File: src/rtl/pc_gen.sv
`default_nettype none
// ============================================================================
// Module   : pc_gen
// Purpose  : PC register, instruction-fetch handshake and next-PC selection
//            (sequential, branch, trap, halt) for the single-cycle core.
// Revision : 1.0 - initial release
// ============================================================================
module pc_gen #(
    parameter logic [31:0] RESET_VECTOR = 32'h0000_0000,
    parameter logic [31:0] TRAP_VECTOR  = 32'h0000_0004
) (
    input  logic        clk,
    input  logic        rst_n,
    input  logic        Stall,
    input  logic        Branch,
    input  logic [31:0] BranchTarget,
    input  logic        Trap,
    input  logic        Halt,
    input  logic        Resume,
    input  logic        imem_ack,
    output logic        imem_req,
    output logic [31:0] imem_addr,
    output logic [31:0] Pc,
    output logic [31:0] PcPlus4,
    output logic        InstrValid,
    output logic        MisalignErr,
    output logic [31:0] InstRet
);

    typedef enum logic [1:0] {
        S_BOOT  = 2'd0,
        S_FETCH = 2'd1,
        S_EXEC  = 2'd2,
        S_HALT  = 2'd3
    } state_t;

    state_t      r_state;
    state_t      w_state_nxt;
    logic [31:0] r_pc;
    logic [31:0] w_pc_nxt;
    logic [31:0] w_pc_plus4;
    logic [31:0] r_instret;
    logic [31:0] w_instret_nxt;
    logic        r_misalign;
    logic        w_misalign_nxt;

    assign w_pc_plus4 = r_pc + 32'd4;

    always_ff @(posedge clk or negedge rst_n) begin
        if (!rst_n) begin
            r_state    <= S_BOOT;
            r_pc       <= RESET_VECTOR;
            r_instret  <= 32'd0;
            r_misalign <= 1'b0;
        end else begin
            r_state    <= w_state_nxt;
            r_pc       <= w_pc_nxt;
            r_instret  <= w_instret_nxt;
            r_misalign <= w_misalign_nxt;
        end
    end

    // EXEC event priority: stall, trap, misaligned branch, halt, branch, sequential.
    always_comb begin
        w_state_nxt    = r_state;
        w_pc_nxt       = r_pc;
        w_instret_nxt  = r_instret;
        w_misalign_nxt = 1'b0;
        case (r_state)
            S_BOOT: begin
                w_state_nxt = S_FETCH;
            end
            S_FETCH: begin
                if (imem_ack) begin
                    w_state_nxt = S_EXEC;
                end
            end
            S_EXEC: begin
                if (!Stall) begin
                    w_state_nxt = S_FETCH;
                    if (Trap) begin
                        w_pc_nxt = TRAP_VECTOR;
                    end else if (Branch && (BranchTarget[1:0] != 2'b00)) begin
                        w_pc_nxt       = TRAP_VECTOR;
                        w_misalign_nxt = 1'b1;
                    end else if (Halt) begin
                        w_pc_nxt      = w_pc_plus4;
                        w_instret_nxt = r_instret + 32'd1;
                        w_state_nxt   = S_HALT;
                    end else if (Branch) begin
                        w_pc_nxt      = BranchTarget;
                        w_instret_nxt = r_instret + 32'd1;
                    end else begin
                        w_pc_nxt      = w_pc_plus4;
                        w_instret_nxt = r_instret + 32'd1;
                    end
                end
            end
            S_HALT: begin
                if (Resume) begin
                    w_state_nxt = S_FETCH;
                end
            end
            default: begin
                w_state_nxt = S_BOOT;
            end
        endcase
    end

    assign imem_req    = (r_state == S_FETCH);
    assign imem_addr   = r_pc;
    assign Pc          = r_pc;
    assign PcPlus4     = w_pc_plus4;
    assign InstrValid  = (r_state == S_EXEC);
    assign MisalignErr = r_misalign;
    assign InstRet     = r_instret;

endmodule
`default_nettype wire

File: config.mk
export PLATFORM = sky130hd
export DESIGN_NAME = pc_gen
export DESIGN_NICKNAME = d
export VERILOG_FILES = /design/src/rtl/pc_gen.sv
export SDC_FILE = /design/constraint.sdc
export NUM_CORES = 1
export LEC_CHECK = 0
export CELL_PAD_IN_SITES_DETAIL_PLACEMENT = 0
export CELL_PAD_IN_SITES_GLOBAL_PLACEMENT = 1
export CORE_ASPECT_RATIO = 0.8
export CORE_UTILIZATION = 34
export DETAILED_ROUTE_END_ITERATION = 8
export GPL_TIMING_DRIVEN = 0
export PLACE_DENSITY_LB_ADDON = 0.1
export SLEW_MARGIN = 20
export SYNTH_ARGS = -nofsm -noshare
export SYNTH_HDL_FRONTEND = slang
export SYNTH_SLANG_ARGS = --single-unit
File: constraint.sdc
create_clock -name clk -period 4.3 [get_ports clk]
set_input_delay 0.645 -clock clk [delete_from_list [all_inputs] [get_ports clk]]
set_output_delay 0.645 -clock clk [all_outputs]
set_load 0.03 [all_outputs]
==> qor.yml <==
outcome:
  run_status: "finished, final reports clean"
cts:
  htree_levels: 3
  post_cts_hold_buffer_count: 0
  cts_tree: "done"
  clock_slew_seen_by_the_registers_of_the_worst_setup_and_hold_paths_ns: 0.06
  cts_setup_buffers: 0
  clock_sink_count: 67
  clk_path_buf_depth: 2
  post_cts_resize_count: 0
  worstSkewPairLatency_ns: 0.33
  clk_root_buffer_cell: "sky130_fd_sc_hd__clkbuf_16"
  cts_inserted_buffers: 9
route:
  drtPass1Iterations: 5
  vias: 4170
  route.detailed.wl_per_inst_um: 17.0
  via_per_inst: 5.19
  drt-initial-drc-count: 263
  ant_nets: 0
  route.final.wire_length_um: 13700
  drc: 0
global_routing:
  grtUsageTotal: 0.218
  antenna_found_initial: 0
  globalRouteOverflowTotal: 0
  grt_pass1_vias: 4014
  grt_max_degree: 53
  grt_pass1_wl_um: 21600
power:
  switching_share: 0.408
  power.switching_w: 0.00125
  worst_ir_drop_vdd_uv: 317
  cell_internal_pwr_w: 0.00181
  cell_area_power_density_mw_per_mm2: 476
  share_seq_of_total_power: 0.289
  combPwrFrac: 0.467
  share_clk_of_total_power: 0.244
  power_leakage_nw: 2.66
setup_path:
  timing.critical_path.slowest_stage_cell: "sky130_fd_sc_hd__clkdlybuf4s50_1"
  cp.required_ns: 3.65
  startpoint_type: "flip-flop"
  cp_cell_sequence: "buf_6 -> nand4_1 -> or4_1 -> buf_2 -> nor4_1 -> xor2_1 -> clkdlybuf4s50_1"
  critical_path_class: "reg -> out"
  worst-endpoint-arrival_ns: 3.26
  worstPathMaxFanout: 9
  worst_path_largest_cell_delay_ns: 0.69
  critical_path.endpoint_type: "output port"
timing:
  worst_max_slew_pin_slew_ns: 0.802
  clock-skew-final_ns: 0.00751
  finalMaxSlewViolations: 0
  max_freq_ghz: 0.256
  period_needed_ns: 3.90
  setup_tns_ns: 0
  finalSetupViolations: 0
  report.final.hold_viol_count: 0
  grt_setup_unrepaired: "false"
  slew_headroom: 0.460
  fin_crit_sh: 0.908
floorplanning:
  core_area_mm2: 0.0118
  die_height_um: 102
  fp.dieW_um: 126
  start_util: 0.358
  rows: 35
  design.portCount: 171
  design.die.area_mm2: 0.0129
synthesis:
  yosysTopAreaCellShare: 0.398
  avgSynthCellArea_um2: 8.99
  yosysSeqAreaShare: 0.398
  synth_nets: 516
  synth_enable_flop_cells: 0
  cell_area_after_technology_mapping_mm2: 0.00422
  postSynthRegisterBits: 67
  synthesis.instances: 469
  dominantRegCellSynth: "sky130_fd_sc_hd__dfrtp_1"
  ys.warnings.count: 0
  synth.area.top_cells: "sky130_fd_sc_hd__dfrtp_1 (40%), sky130_fd_sc_hd__xnor2_1 (6.9%), sky130_fd_sc_hd__buf_4 (6.4%), sky130_fd_sc_hd__xor2_1 (5.4%), sky130_fd_sc_hd__nand2_1 (3.9%)"
  asr_flop_ratio_synth: 1.00
  netlist.top_cell.by_area: "sky130_fd_sc_hd__dfrtp_1"
  post_synth_num_cell_types: 49
finish:
  area_delta_synth_final_pct: 52.5
  final_common_cell: "sky130_fd_sc_hd__clkdlybuf4s50_1"
  num-nets-final: 698
  layout_common_cells: "sky130_fd_sc_hd__clkdlybuf4s50_1 (169), sky130_fd_sc_hd__dfrtp_1 (67), sky130_fd_sc_hd__nand2_1 (44), sky130_fd_sc_hd__buf_4 (37), sky130_fd_sc_hd__nor2_1 (35)"
  finish.utilization: 0.546
  final_layout_size_suffix_gt1_frac: 0.101
  num_antenna_cells: 0
worst_hold_path:
  min_path_type: "in -> async"
place:
  io_buffers: 170
  place_congestion: 0.839
  dp_hpwl_um: 10200
job:
  maxCapViolations: 0
==> cells in the mapped netlist, types with 4 or more instances <==
| library cell | number |
|---|---|
| sky130_fd_sc_hd__a21oi_1 | 10 |
| sky130_fd_sc_hd__a22oi_1 | 11 |
| sky130_fd_sc_hd__a31oi_1 | 4 |
| sky130_fd_sc_hd__a32oi_1 | 4 |
| sky130_fd_sc_hd__and4_1 | 4 |
| sky130_fd_sc_hd__buf_4 | 36 |
| sky130_fd_sc_hd__clkbuf_1 | 12 |
| sky130_fd_sc_hd__dfrtp_1 | 67 |
| sky130_fd_sc_hd__ha_1 | 7 |
| sky130_fd_sc_hd__inv_1 | 17 |
| sky130_fd_sc_hd__mux2i_1 | 4 |
| sky130_fd_sc_hd__nand2_1 | 44 |
| sky130_fd_sc_hd__nand3_1 | 24 |
| sky130_fd_sc_hd__nand4_1 | 16 |
| sky130_fd_sc_hd__nor2_1 | 35 |
| sky130_fd_sc_hd__nor3_1 | 17 |
| sky130_fd_sc_hd__nor4_1 | 8 |
| sky130_fd_sc_hd__o21ai_0 | 31 |
| sky130_fd_sc_hd__o2bb2ai_1 | 12 |
| sky130_fd_sc_hd__xnor2_1 | 33 |
| sky130_fd_sc_hd__xor2_1 | 26 |
==> state kept, by name (all words and copies together), names as in the netlist <==
signal and count:
InstRet 32, MisalignErr 1, Pc 32, r_state 2
==> area by class of cell <==
cell class | instances | area (um^2)
repair buffers | 171 | 1730
multi-input cells | 331 | 2120
flip-flops and latches | 67 | 1680
fillers | 1099 | 5350
inverters | 17 | 63.8
clock inverters | 5 | 52.6
plain buffers | 54 | 364
clock buffers | 11 | 243
well taps | 148 | 185
==> logic make-up (layout without fill, tap and decap cells) <==
group / Yosys count / in the layout / share of synthesized area
flops: 67 / 67 / 0.398
compound gates: 91 / 91 / 0.145
mux: 4 / 4 / 0.00950
fa+ha+maj: 7 / 7 / 0.0208
buf+inv: 71 / 258 / 0.102
simple gates: 170 / 170 / 0.203
xor+xnor: 59 / 59 / 0.123
==> layer usage <==
| layer | wire length [um] | share of wire | global-route usage |
|---|---|---|---|
| met5 | 0 | 0 | 0 |
| met4 | 136 | 0.0099 | 0.0473 |
| met3 | 864 | 0.063 | 0.0534 |
| met2 | 6150 | 0.45 | 0.338 |
| met1 | 6530 | 0.48 | 0.309 |
==> power groups by stage <==
stage / combinational [W] / sequential [W] / clock, W
after floorplan: 0.000697 / 0.00101 / 0
after global placement: 0.00142 / 0.000888 / 0
after detailed placement: 0.00143 / 0.000894 / 0
after CTS: 0.00144 / 0.000885 / 0.000764
after global routing: 0.00151 / 0.000906 / 0.000791
final: 0.00143 / 0.000885 / 0.000746
==> final timing paths <==
kind | start | cells past startpoint | slack [ns] | end
max | Pc[10]$_DFFE_PN0P_ | 7 | 0.40 | PcPlus4[25]
min | rst_n | 1 | 0.18 | Pc[12]$_DFFE_PN0P_
max reg2reg | Pc[10]$_DFFE_PN0P_ | 7 | 1.80 | Pc[25]$_DFFE_PN0P_
min reg2reg | InstRet[15]$_DFFE_PN0P_ | 1 | 0.49 | InstRet[15]$_DFFE_PN0P_
max in group asynchronous | rst_n | 2 | 3.56 | InstRet[31]$_DFFE_PN0P_
min in group clk | InstRet[15]$_DFFE_PN0P_ | 1 | 0.49 | InstRet[15]$_DFFE_PN0P_
==> worst max-delay path: cells and delay by family, from the launching register on <==
family	cells	cell delay, ns
xor+xnor	1	0.19
simple gates	3	1.33
flops	1	0.38
buf+inv	3	1.03
==> metrics by stage <==
step	std cells	setup slack [ns]	hold WS (ns)	total power, W	instance area [um^2]
floorplan	469	1.05	0.349	0.00171	4220
global placement	787	0.0830	0.457	0.00231	6100
detailed placement	788	0.525	0.483	0.00233	6130
CTS	804	0.152	0.187	0.00309	6420
global route	804	0.118	0.194	0.00321	6430
finish	804	0.396	0.184	0.00306	6430
Note: power is estimated with default switching activity, not from simulation.
